[src/rtl/lif_pkg.sv]
// ============================================================================
// Module      : lif_pkg
// Description : Shared widths, sequencer state encoding and frame packing for
//               the LIF parameter sequencer.
// Revision    : 1.0 - initial release
// ============================================================================
`timescale 1ns/1ps
`default_nettype none

package lif_pkg;

    localparam int WEIGHT_W   = 3;
    localparam int LEAK_W     = 2;
    localparam int THRESH_W   = 8;
    localparam int CHAN_W     = 6;
    localparam int FRAME_BITS = WEIGHT_W + LEAK_W + THRESH_W;

    typedef enum logic [1:0] {
        ST_IDLE     = 2'd0,
        ST_SHIFT    = 2'd1,
        ST_WAIT_RDY = 2'd2,
        ST_DONE     = 2'd3
    } seq_state_e;

    // Weight lands in the MSBs so it is the first field on the wire.
    function automatic logic [FRAME_BITS-1:0] pack_frame(
        input logic [WEIGHT_W-1:0] weight,
        input logic [LEAK_W-1:0]   leak,
        input logic [THRESH_W-1:0] threshold
    );
        return {weight, leak, threshold};
    endfunction

endpackage

`default_nettype wire

[src/rtl/lif_frame_serializer.sv]
// ============================================================================
// Module      : lif_frame_serializer
// Description : MSB-first frame shifter with bit counter; advances only on
//               enabled cycles while active, flags the final bit.
// Revision    : 1.0 - initial release
// ============================================================================
`timescale 1ns/1ps
`default_nettype none

module lif_frame_serializer
    import lif_pkg::*;
#(
    parameter int WIDTH = FRAME_BITS
) (
    input  logic             clk,
    input  logic             reset,
    input  logic             i_enable,
    input  logic             i_start,
    input  logic             i_active,
    input  logic [WIDTH-1:0] i_frame,
    output logic             o_serial_bit,
    output logic             o_last
);

    localparam int               CNT_W       = $clog2(WIDTH + 1);
    localparam logic [CNT_W-1:0] c_LAST_IDX  = CNT_W'(WIDTH - 1);

    logic [WIDTH-1:0] shift_q, shift_d;
    logic [CNT_W-1:0] bit_cnt_q, bit_cnt_d;

    always_comb begin
        shift_d   = shift_q;
        bit_cnt_d = bit_cnt_q;
        if (i_start) begin
            shift_d   = i_frame;
            bit_cnt_d = '0;
        end else if (i_active && i_enable) begin
            shift_d   = {shift_q[WIDTH-2:0], 1'b0};
            bit_cnt_d = bit_cnt_q + CNT_W'(1);
        end
    end

    always_ff @(posedge clk or negedge reset) begin
        if (!reset) begin
            shift_q   <= '0;
            bit_cnt_q <= '0;
        end else begin
            shift_q   <= shift_d;
            bit_cnt_q <= bit_cnt_d;
        end
    end

    assign o_serial_bit = i_active ? shift_q[WIDTH-1] : 1'b0;
    assign o_last       = i_active && i_enable && (bit_cnt_q == c_LAST_IDX);

endmodule

`default_nettype wire

[src/rtl/lif_param_sequencer.sv]
// ============================================================================
// Module      : lif_param_sequencer
// Description : Accepts a LIF parameter set, serializes it to the loader,
//               waits for a fresh params_ready and mutes chan_a meanwhile.
//               Optional timeout retry enabled by macro LIF_SEQ_RETRY_EN.
// Revision    : 1.0 - initial release
// ============================================================================
`timescale 1ns/1ps
`default_nettype none

module lif_param_sequencer #(
    parameter int FRAME_BITS  = 13,
    parameter int TIMEOUT_CYC = 32,
    parameter int MAX_RETRY   = 2
) (
    input  logic                          clk,
    input  logic                          reset,
    input  logic                          enable,
    input  logic                          cfg_valid,
    output logic                          cfg_ready,
    input  logic [lif_pkg::WEIGHT_W-1:0]  cfg_weight,
    input  logic [lif_pkg::LEAK_W-1:0]    cfg_leak,
    input  logic [lif_pkg::THRESH_W-1:0]  cfg_threshold,
    input  logic [lif_pkg::CHAN_W-1:0]    chan_a_in,
    output logic [lif_pkg::CHAN_W-1:0]    chan_a_out,
    output logic                          load_mode,
    output logic                          serial_data,
    input  logic                          params_ready,
    output logic                          busy,
    output logic                          done,
    output logic                          err
);

    import lif_pkg::*;

    localparam int               TMO_W      = $clog2(TIMEOUT_CYC + 1);
    localparam logic [TMO_W-1:0] c_TMO_LAST = TMO_W'(TIMEOUT_CYC - 1);

    seq_state_e            state_q, state_d;
    logic                  cfg_ready_q, cfg_ready_d;
    logic                  err_q, err_d;
    logic                  dropped_q, dropped_d;
    logic [TMO_W-1:0]      tmo_cnt_q, tmo_cnt_d;

    logic                  w_accept;
    logic                  w_start;
    logic                  w_last;
    logic                  w_serial;
    logic                  w_shifting;
    logic [FRAME_BITS-1:0] w_frame;

`ifdef LIF_SEQ_RETRY_EN
    localparam int                 RETRY_W     = $clog2(MAX_RETRY + 1);
    localparam logic [RETRY_W-1:0] c_MAX_RETRY = RETRY_W'(MAX_RETRY);

    logic [RETRY_W-1:0]    retry_cnt_q, retry_cnt_d;
    logic [FRAME_BITS-1:0] cfg_frame_q, cfg_frame_d;
`endif

    assign w_accept   = cfg_valid && cfg_ready_q;
    assign w_shifting = (state_q == ST_SHIFT);

    always_comb begin
        state_d   = state_q;
        err_d     = err_q;
        dropped_d = dropped_q;
        tmo_cnt_d = '0;
        w_start   = 1'b0;
        w_frame   = FRAME_BITS'(pack_frame(cfg_weight, cfg_leak, cfg_threshold));
`ifdef LIF_SEQ_RETRY_EN
        retry_cnt_d = retry_cnt_q;
        cfg_frame_d = cfg_frame_q;
`endif
        case (state_q)
            ST_IDLE: begin
                if (w_accept) begin
                    state_d   = ST_SHIFT;
                    err_d     = 1'b0;
                    dropped_d = 1'b0;
                    w_start   = 1'b1;
`ifdef LIF_SEQ_RETRY_EN
                    retry_cnt_d = '0;
                    cfg_frame_d = w_frame;
`endif
                end
            end
            ST_SHIFT: begin
                if (!params_ready) dropped_d = 1'b1;
                if (w_last)        state_d   = ST_WAIT_RDY;
            end
            ST_WAIT_RDY: begin
                tmo_cnt_d = tmo_cnt_q + TMO_W'(1);
                if (!params_ready) dropped_d = 1'b1;
                // A ready that never dropped belongs to the previous load.
                if (params_ready && dropped_q) begin
                    state_d = ST_DONE;
                end else if (tmo_cnt_q == c_TMO_LAST) begin
`ifdef LIF_SEQ_RETRY_EN
                    if (retry_cnt_q < c_MAX_RETRY) begin
                        retry_cnt_d = retry_cnt_q + RETRY_W'(1);
                        w_frame     = cfg_frame_q;
                        w_start     = 1'b1;
                        dropped_d   = 1'b0;
                        tmo_cnt_d   = '0;
                        state_d     = ST_SHIFT;
                    end else begin
                        err_d   = 1'b1;
                        state_d = ST_IDLE;
                    end
`else
                    // Without retry any retry depth gives up on the first timeout.
                    if (MAX_RETRY >= 0) begin
                        err_d   = 1'b1;
                        state_d = ST_IDLE;
                    end
`endif
                end
            end
            ST_DONE: begin
                state_d = ST_IDLE;
            end
            default: begin
                state_d = ST_IDLE;
            end
        endcase
        cfg_ready_d = (state_d == ST_IDLE);
    end

    always_ff @(posedge clk or negedge reset) begin
        if (!reset) begin
            state_q     <= ST_IDLE;
            cfg_ready_q <= 1'b0;
            err_q       <= 1'b0;
            dropped_q   <= 1'b0;
            tmo_cnt_q   <= '0;
        end else begin
            state_q     <= state_d;
            cfg_ready_q <= cfg_ready_d;
            err_q       <= err_d;
            dropped_q   <= dropped_d;
            tmo_cnt_q   <= tmo_cnt_d;
        end
    end

`ifdef LIF_SEQ_RETRY_EN
    always_ff @(posedge clk or negedge reset) begin
        if (!reset) begin
            retry_cnt_q <= '0;
            cfg_frame_q <= '0;
        end else begin
            retry_cnt_q <= retry_cnt_d;
            cfg_frame_q <= cfg_frame_d;
        end
    end
`endif

    lif_frame_serializer #(
        .WIDTH (FRAME_BITS)
    ) u_serializer (
        .clk          (clk),
        .reset        (reset),
        .i_enable     (enable),
        .i_start      (w_start),
        .i_active     (w_shifting),
        .i_frame      (w_frame),
        .o_serial_bit (w_serial),
        .o_last       (w_last)
    );

    assign cfg_ready   = cfg_ready_q;
    assign load_mode   = w_shifting;
    assign serial_data = w_serial;
    assign busy        = (state_q != ST_IDLE);
    assign done        = (state_q == ST_DONE);
    assign err         = err_q;
    assign chan_a_out  = busy ? '0 : chan_a_in;

endmodule

`default_nettype wire

[config.mk]
export PLATFORM = sky130hd
export DESIGN_NAME = lif_param_sequencer
export DESIGN_NICKNAME = d
export VERILOG_FILES = /design/src/rtl/lif_pkg.sv /design/src/rtl/lif_frame_serializer.sv /design/src/rtl/lif_param_sequencer.sv
export SDC_FILE = /design/constraint.sdc
export NUM_CORES = 1
export LEC_CHECK = 0
export ABC_AREA = 1
export ABC_CLOCK_PERIOD_IN_PS = 1400
export BUFFER_PORTS_ARGS = -buffer_cell sky130_fd_sc_hd__clkbuf_2
export CORE_MARGIN = 5
export CORE_UTILIZATION = 47
export CTS_BUF_LIST = sky130_fd_sc_hd__clkbuf_8 sky130_fd_sc_hd__clkbuf_16
export DETAILED_ROUTE_END_ITERATION = 6
export GPL_TIMING_DRIVEN = 0
export PLACE_DENSITY = 0.74
export SETUP_SLACK_MARGIN = 0.15
export SLEW_MARGIN = 20
export SYNTH_ARGS = -nofsm -noshare
export SYNTH_HDL_FRONTEND = slang
export SYNTH_SLANG_ARGS = --single-unit
[constraint.sdc]
create_clock -name clk -period 1.4 [get_ports clk]
set_clock_uncertainty 0.1 [all_clocks]
set_input_delay 0 -clock clk [delete_from_list [all_inputs] [get_ports clk]]
set_output_delay 0 -clock clk [all_outputs]
set_load 0.01 [all_outputs]
# --- Word level (Yosys, flattened, before mapping) ---
# Cells that the tools add are included.
classes:
  n_addsub: 2
  n_mux: 20
  n_eq_ne: 9
  n_reduce_logical: 13
ops:
  columns: ["cell", "count"]
  rows:
  - ["$mux W13", 2]
  - ["$mux W6", 2]
  - ["$mux W2", 4]
  - ["$mux W4", 2]
  - ["$ne A2 B2 Y1 const B", 4]
  - ["$pmux W2 S4", 1]
  - ["$reduce_bool A2 Y1", 4]
  - ["$mux W1", 7]
  - ["$add A6 B1 Y6 const B", 1]
  - ["$eq A6 B5 Y1 const B", 1]
  - ["$add A4 B1 Y4 const B", 1]
  - ["$eq A2 B2 Y1 const B", 2]
  - ["$eq A4 B4 Y1 const B", 1]
  - ["$logic_and A1 B1 Y1", 4]
  - ["$logic_not A2 Y1", 2]
  - ["$pmux W1 S2", 2]
  - ["$reduce_and A4 Y1", 1]
  - ["$reduce_and A3 Y1", 1]
  - ["$eq A2 B1 Y1 const B", 1]
  - ["$reduce_or A2 Y1", 1]
word_totals:
  wordCells: 51
  register_bits: 28
  in_bits: 24

# --- Logic depth before layout (Yosys ltp) ---
logic_depth:
  word_depth: 6
  depth_mapped: 10
  mapped_depth_nobuf: 9

# --- Cells and area by module ---
# From an unflattened synthesis, not the netlist that was laid out.
hier_totals:
  hier_cells: 186
  hier_area_um2: 1465.2
modules_own_cells:
  columns: ["module", "area_per_inst_um2", "n_inst", "cells_each", "seq_area_each_um2"]
  rows:
  - ["lif_frame_serializer", 818.3, 1, 102, 425.4]
  - ["lif_param_sequencer", 646.9, 1, 84, 275.3]

# --- Least setup slack after synthesis ---
# Ideal clock, no wire load.
synth_timing:
  path_kind: "register to register"
  startpoint: "reg state_q[1]"
  endpoint: "reg u_serializer.shift_q[12]"
  arrival_ns: 1.270
  setup_ns: 0.124
  stages_incl_launch_ff: 8
  setup_slack_ns: -0.095
  period_less_slack_ns: 1.495
  path_buffers: 1
  path_cell_list: "dfrtp_1 > inv_1 > ha_1 > nand2_2 > clkinv_2 > buf_4 > nand3_1 > nand3_1"
synth_between:
  elab_chain_cells: 3
  elab_cells_between_ends: 6
  cone_classes: "eq/ne: 1; mux: 2; reduce/logical: 3"
synth_rtl:
  columns: ["item", "line_no", "source"]
  rows:
  - ["from (decl)", "lif_param_sequencer.sv:39", "seq_state_e state_q, state_d;"]
  - ["from (signal assigned)", "lif_param_sequencer.sv:137", "state_q <= state_d;"]
  - ["$eq A2 B1 Y1", "lif_param_sequencer.sv:61", "assign w_shifting = (state_q == ST_SHIFT);"]
  - ["via load_mode", "lif_param_sequencer.sv:26", "output logic load_mode,"]
  - ["$logic_and A1 B1 Y1", "lif_frame_serializer.sv:37", "end else if (i_active && i_enable) begin"]
  - ["$reduce_bool A2 Y1 (no line)", null, null]
  - ["to (signal assigned)", "lif_frame_serializer.sv:48", "shift_q <= shift_d;"]
  - ["to (decl)", "lif_frame_serializer.sv:28", "logic [WIDTH-1:0] shift_q, shift_d;"]
# The timed path passes the listed nets, and every way through them passes these cells.
# A chain may end at the register's enable or synchronous reset.

# --- Final worst setup path ---
layout_timing:
  startpoint: "reg state_q[1]"
  endpoint: "reg cfg_ready_q (netlist: cfg_ready)"
layout_between:
  elab_chain_cells: 6
  elab_cells_between_ends: 12
  cone_classes: "eq/ne: 3; mux: 5; reduce/logical: 4"
layout_rtl:
  columns: ["item", "line_no", "source"]
  rows:
  - ["$eq A2 B1 Y1", "lif_param_sequencer.sv:61, lif_param_sequencer.sv:74", null]
  - ["$logic_and A1 B1 Y1 (2 in a row)", "lif_frame_serializer.sv:54", "assign o_last = i_active && i_enable && (bit_cnt_q == c_LAST_IDX);"]
  - ["$mux W2", "lif_param_sequencer.sv:89", "if (w_last) state_d = ST_WAIT_RDY;"]
  - ["$pmux W2 S4 (*)", "lif_param_sequencer.sv:74", "case (state_q)"]
  - ["via state_d[1]", "lif_param_sequencer.sv:39", null]
  - ["$logic_not A2 Y1 (*)", "lif_param_sequencer.sv:126", "cfg_ready_d = (state_d == ST_IDLE);"]
  - ["via cfg_ready_d", "lif_param_sequencer.sv:40", "logic cfg_ready_q, cfg_ready_d;"]
  - ["to (signal assigned)", "lif_param_sequencer.sv:138", "cfg_ready_q <= cfg_ready_d;"]
  - ["to (decl)", "lif_param_sequencer.sv:40", null]
# Mark *: on every way through the listed nets, which the timed path passes. The rest lies on a longest branch.

==> results.py <==
metrics = {
    "outcome": {
        "status": "finished with violations",
        "violations": "setup timing",
    },
    "worst_setup_path": {
        "r2r-end": "cfg_ready",
        "crit_type": "reg2reg",
        "r2r_cells": 10,
        "crit_path_end_kind": "register",
        "r2r-start": "state_q[1]",
        "arrival_ps": 1680,
        "r2r_setup_slack_ps": -160,
        "crit_required_ps": 1520,
        "crit_slowest_cell": "dfrtp_2",
        "critPathMaxFanout": 6,
        "cp_slowest_stage_delay_ps": 460,
        "crit_chain": "buf_6 -> ha_4 -> buf_6 -> nand3_4 -> nand2_2 -> nor2_2 -> nand2_1 -> nand2_1 -> nand2_2 -> nor2_2",
        "crit_path_start_kind": "register",
    },
    "routing": {
        "wl_per_cell_um": 19.69,
        "drtIter0Drc": 108,
        "ant_nets": 0,
        "vias_per_cell": 5.720,
        "vias": 1739,
        "wl_um": 5987,
        "drc_errors": 0,
        "drt-pass1-iter-count": 4,
    },
    "synthesis": {
        "synth.ff_latch_count": 28,
        "synth_ff_type": "dfrtp_1",
        "netlist_instances": 180,
        "seq_area_frac_synth": 0.4674,
        "syn_area_per_cell_um2": 8.327,
        "yosysWarnings": 0,
        "synth_area_mm2": 0.001499,
        "synth_cell_types": 22,
        "synth-edff-count": 0,
        "synth_fp_nets": 211,
        "synthArstFlopShare": 1.000,
    },
    "timing": {
        "finalSetupTns_ps": -2873,
        "max_slew_margin": 0.5146,
        "period_minus_slack_ps": 1557,
        "finalCritPeriodShare": 1.112,
        "slew_violations": 0,
        "setup_slack_ps": -156.7,
        "hold_viol": 0,
        "timing.fmax_mhz": 642.4,
        "fin_hold_ws_ps": 163.0,
        "worst_pin_slew_ps": 728.1,
        "setup_viol": 29,
        "rsz0062_at_grt": "yes",
    },
    "global_routing": {
        "track_usage": 0.2158,
        "grt_max_degree": 29,
        "grt_pass1_wl_um": 7389,
        "antenna_found_initial": 0,
        "grt_pass1_vias": 1598,
        "grt_overflow": 0,
    },
    "cts": {
        "htree_levels": 1,
        "path_clk_slew_ps": 110,
        "cts_buffers": 3,
        "clkLatencyLatePin_ps": 280,
        "root_buffer": "clkbuf_8",
        "clock_sinks": 28,
        "cts_buffer_depth": 2,
        "cts_tree": "built",
    },
    "layout": {
        "final_cell_mix": "nand3_2 (33), dfrtp_1 (26), clkbuf_2 (26)",
        "syn2layout_area_growth_pct": 79.72,
        "multi_input_area_mm2": 0.001046,
        "layout-drive-gt1-share": 0.5885,
        "antenna_cells": 0,
        "seq_area_um2": 703.2,
        "final_util": 0.8824,
        "final_common_cell": "nand3_2",
        "nFillCells": 143,
        "fin_nets": 292,
    },
    "floorplanning": {
        "die_h_um": 66.48,
        "dieArea_mm2": 0.004419,
        "die_w_um": 66.48,
        "rows": 20,
        "io_pins": 36,
        "coreArea_mm2": 0.003053,
        "initial_core_util": 0.4910,
    },
    "placement": {
        "dp_hpwl_um": 2684,
        "portBuffers": 35,
        "gp_congestion": 0.8414,
        "pre_cts_slack_ps": -76.71,
    },
    "min_path": {
        "hold-path-endpoint": "chan_a_out[2]",
        "hp-class": "in2out",
        "min_path_cells": 4,
        "min_from": "chan_a_in[2]",
    },
    "run": {
        "maxCapViolCount": 0,
    },
    "power": {
        "peakVddDrop_mv": 1.382,
        "powerDensity_mw_per_mm2": 1830,
        "p_leak_uw": 0.001323,
    },
}
==> per-stage QoR <==
stage | cell area, um2 | total power, uW | cells
6_report | 2694 | 4931 | 304
5_1_grt | 2694 | 5162 | 304
4_1_cts | 2283 | 3911 | 295
3_5_place_dp | 1821 | 2822 | 259
3_3_place_gp | 1821 | 2747 | 259
2_1_floorplan | 1590 | 2375 | 180
==> timing repair <==
| action | in CTS | in global routing |
|---|---|---|
| buffers inserted | 13 | 8 |
| hold endpoints to repair | 42 | 0 |
| gates resized for setup | 30 | 83 |
| pin swaps | 6 | 21 |
| hold buffers | 16 | 0 |
| setup endpoints to repair | 31 | 37 |
| gates cloned | 3 | 1 |
==> cells by family (layout without fill, tap and decap cells) <==
| family | count (synthesis) | in the layout | synth area share |
|---|---|---|---|
| compound gates | 15 | 15 | 0.05509 |
| buf+inv | 28 | 108 | 0.08513 |
| fa+ha+maj | 7 | 7 | 0.05843 |
| simple gates | 100 | 100 | 0.3222 |
| xor+xnor | 2 | 2 | 0.01169 |
| flops | 28 | 28 | 0.4674 |
==> where the power goes <==
part           internal [uW]  switching [uW]  total [uW]  leakage, uW
Clock                    383             287         671    0.0000357
Combinational           1380            1520        2900     0.000925
Sequential              1060             297        1360     0.000362
Total                   2830            2100        4930      0.00132
==> worst max-delay path by stage <==
stage                               to          from
2_1_floorplan                      err    state_q[0]
3_3_place_gp   u_serializer.shift_q[2]    state_q[1]
3_5_place_dp   u_serializer.shift_q[3]    state_q[1]
4_1_cts                  chan_a_out[2]    state_q[1]
5_1_grt                      cfg_ready  tmo_cnt_q[1]
6_report                     cfg_ready    state_q[1]
==> cell usage after synthesis, drive strengths merged, types with 2 or more instances <==
cell | instances | area (um2)
buf | 8 | 51.29
a31oi | 3 | 18.77
ha | 7 | 87.58
dfrtp | 28 | 700.7
nand2 | 31 | 128.9
inv | 17 | 63.81
o21ai | 8 | 40.04
clkbuf | 2 | 7.510
a21oi | 3 | 15.01
nand3 | 43 | 215.2
nor2 | 12 | 50.05
nand4 | 13 | 81.33
==> per-layer routing <==
metal / up-vias / wire, um / global-route usage
met5: - / 0 / 0
met4: 0 / 269 / 0.09645
met3: 30 / 342 / 0.03541
met2: 91 / 3131 / 0.3730
met1: 841 / 2244 / 0.2611
li1: 777 / - / -
==> area by class of cell <==
cell class | instances | area share
Tap cell | 44 | 0.02044
Timing Repair Buffer | 76 | 0.2336
Clock inverter | 1 | 0.01115
Inverter | 18 | 0.03251
Sequential cell | 28 | 0.2610
Buffer | 10 | 0.03762
Multi-Input combinational cell | 124 | 0.3883
Clock buffer | 3 | 0.01533
==> sequential cells by signal, indices dropped and copies added (netlist names) <==
name	flops
tmo_cnt_q	6
err	1
state_q	2
u_serializer.bit_cnt_q	4
u_serializer.shift_q	13
dropped_q	1
cfg_ready	1
==> worst max-delay path, delay by kind of cell (launching register included) <==
family                     cells  cell delay [ps]
and+or+nand+nor                7              530
DFF                            1              460
buffers and inverters          2              270
adders and majority gates      1              140
No activity file was read; power rests on OpenSTA's default activity.
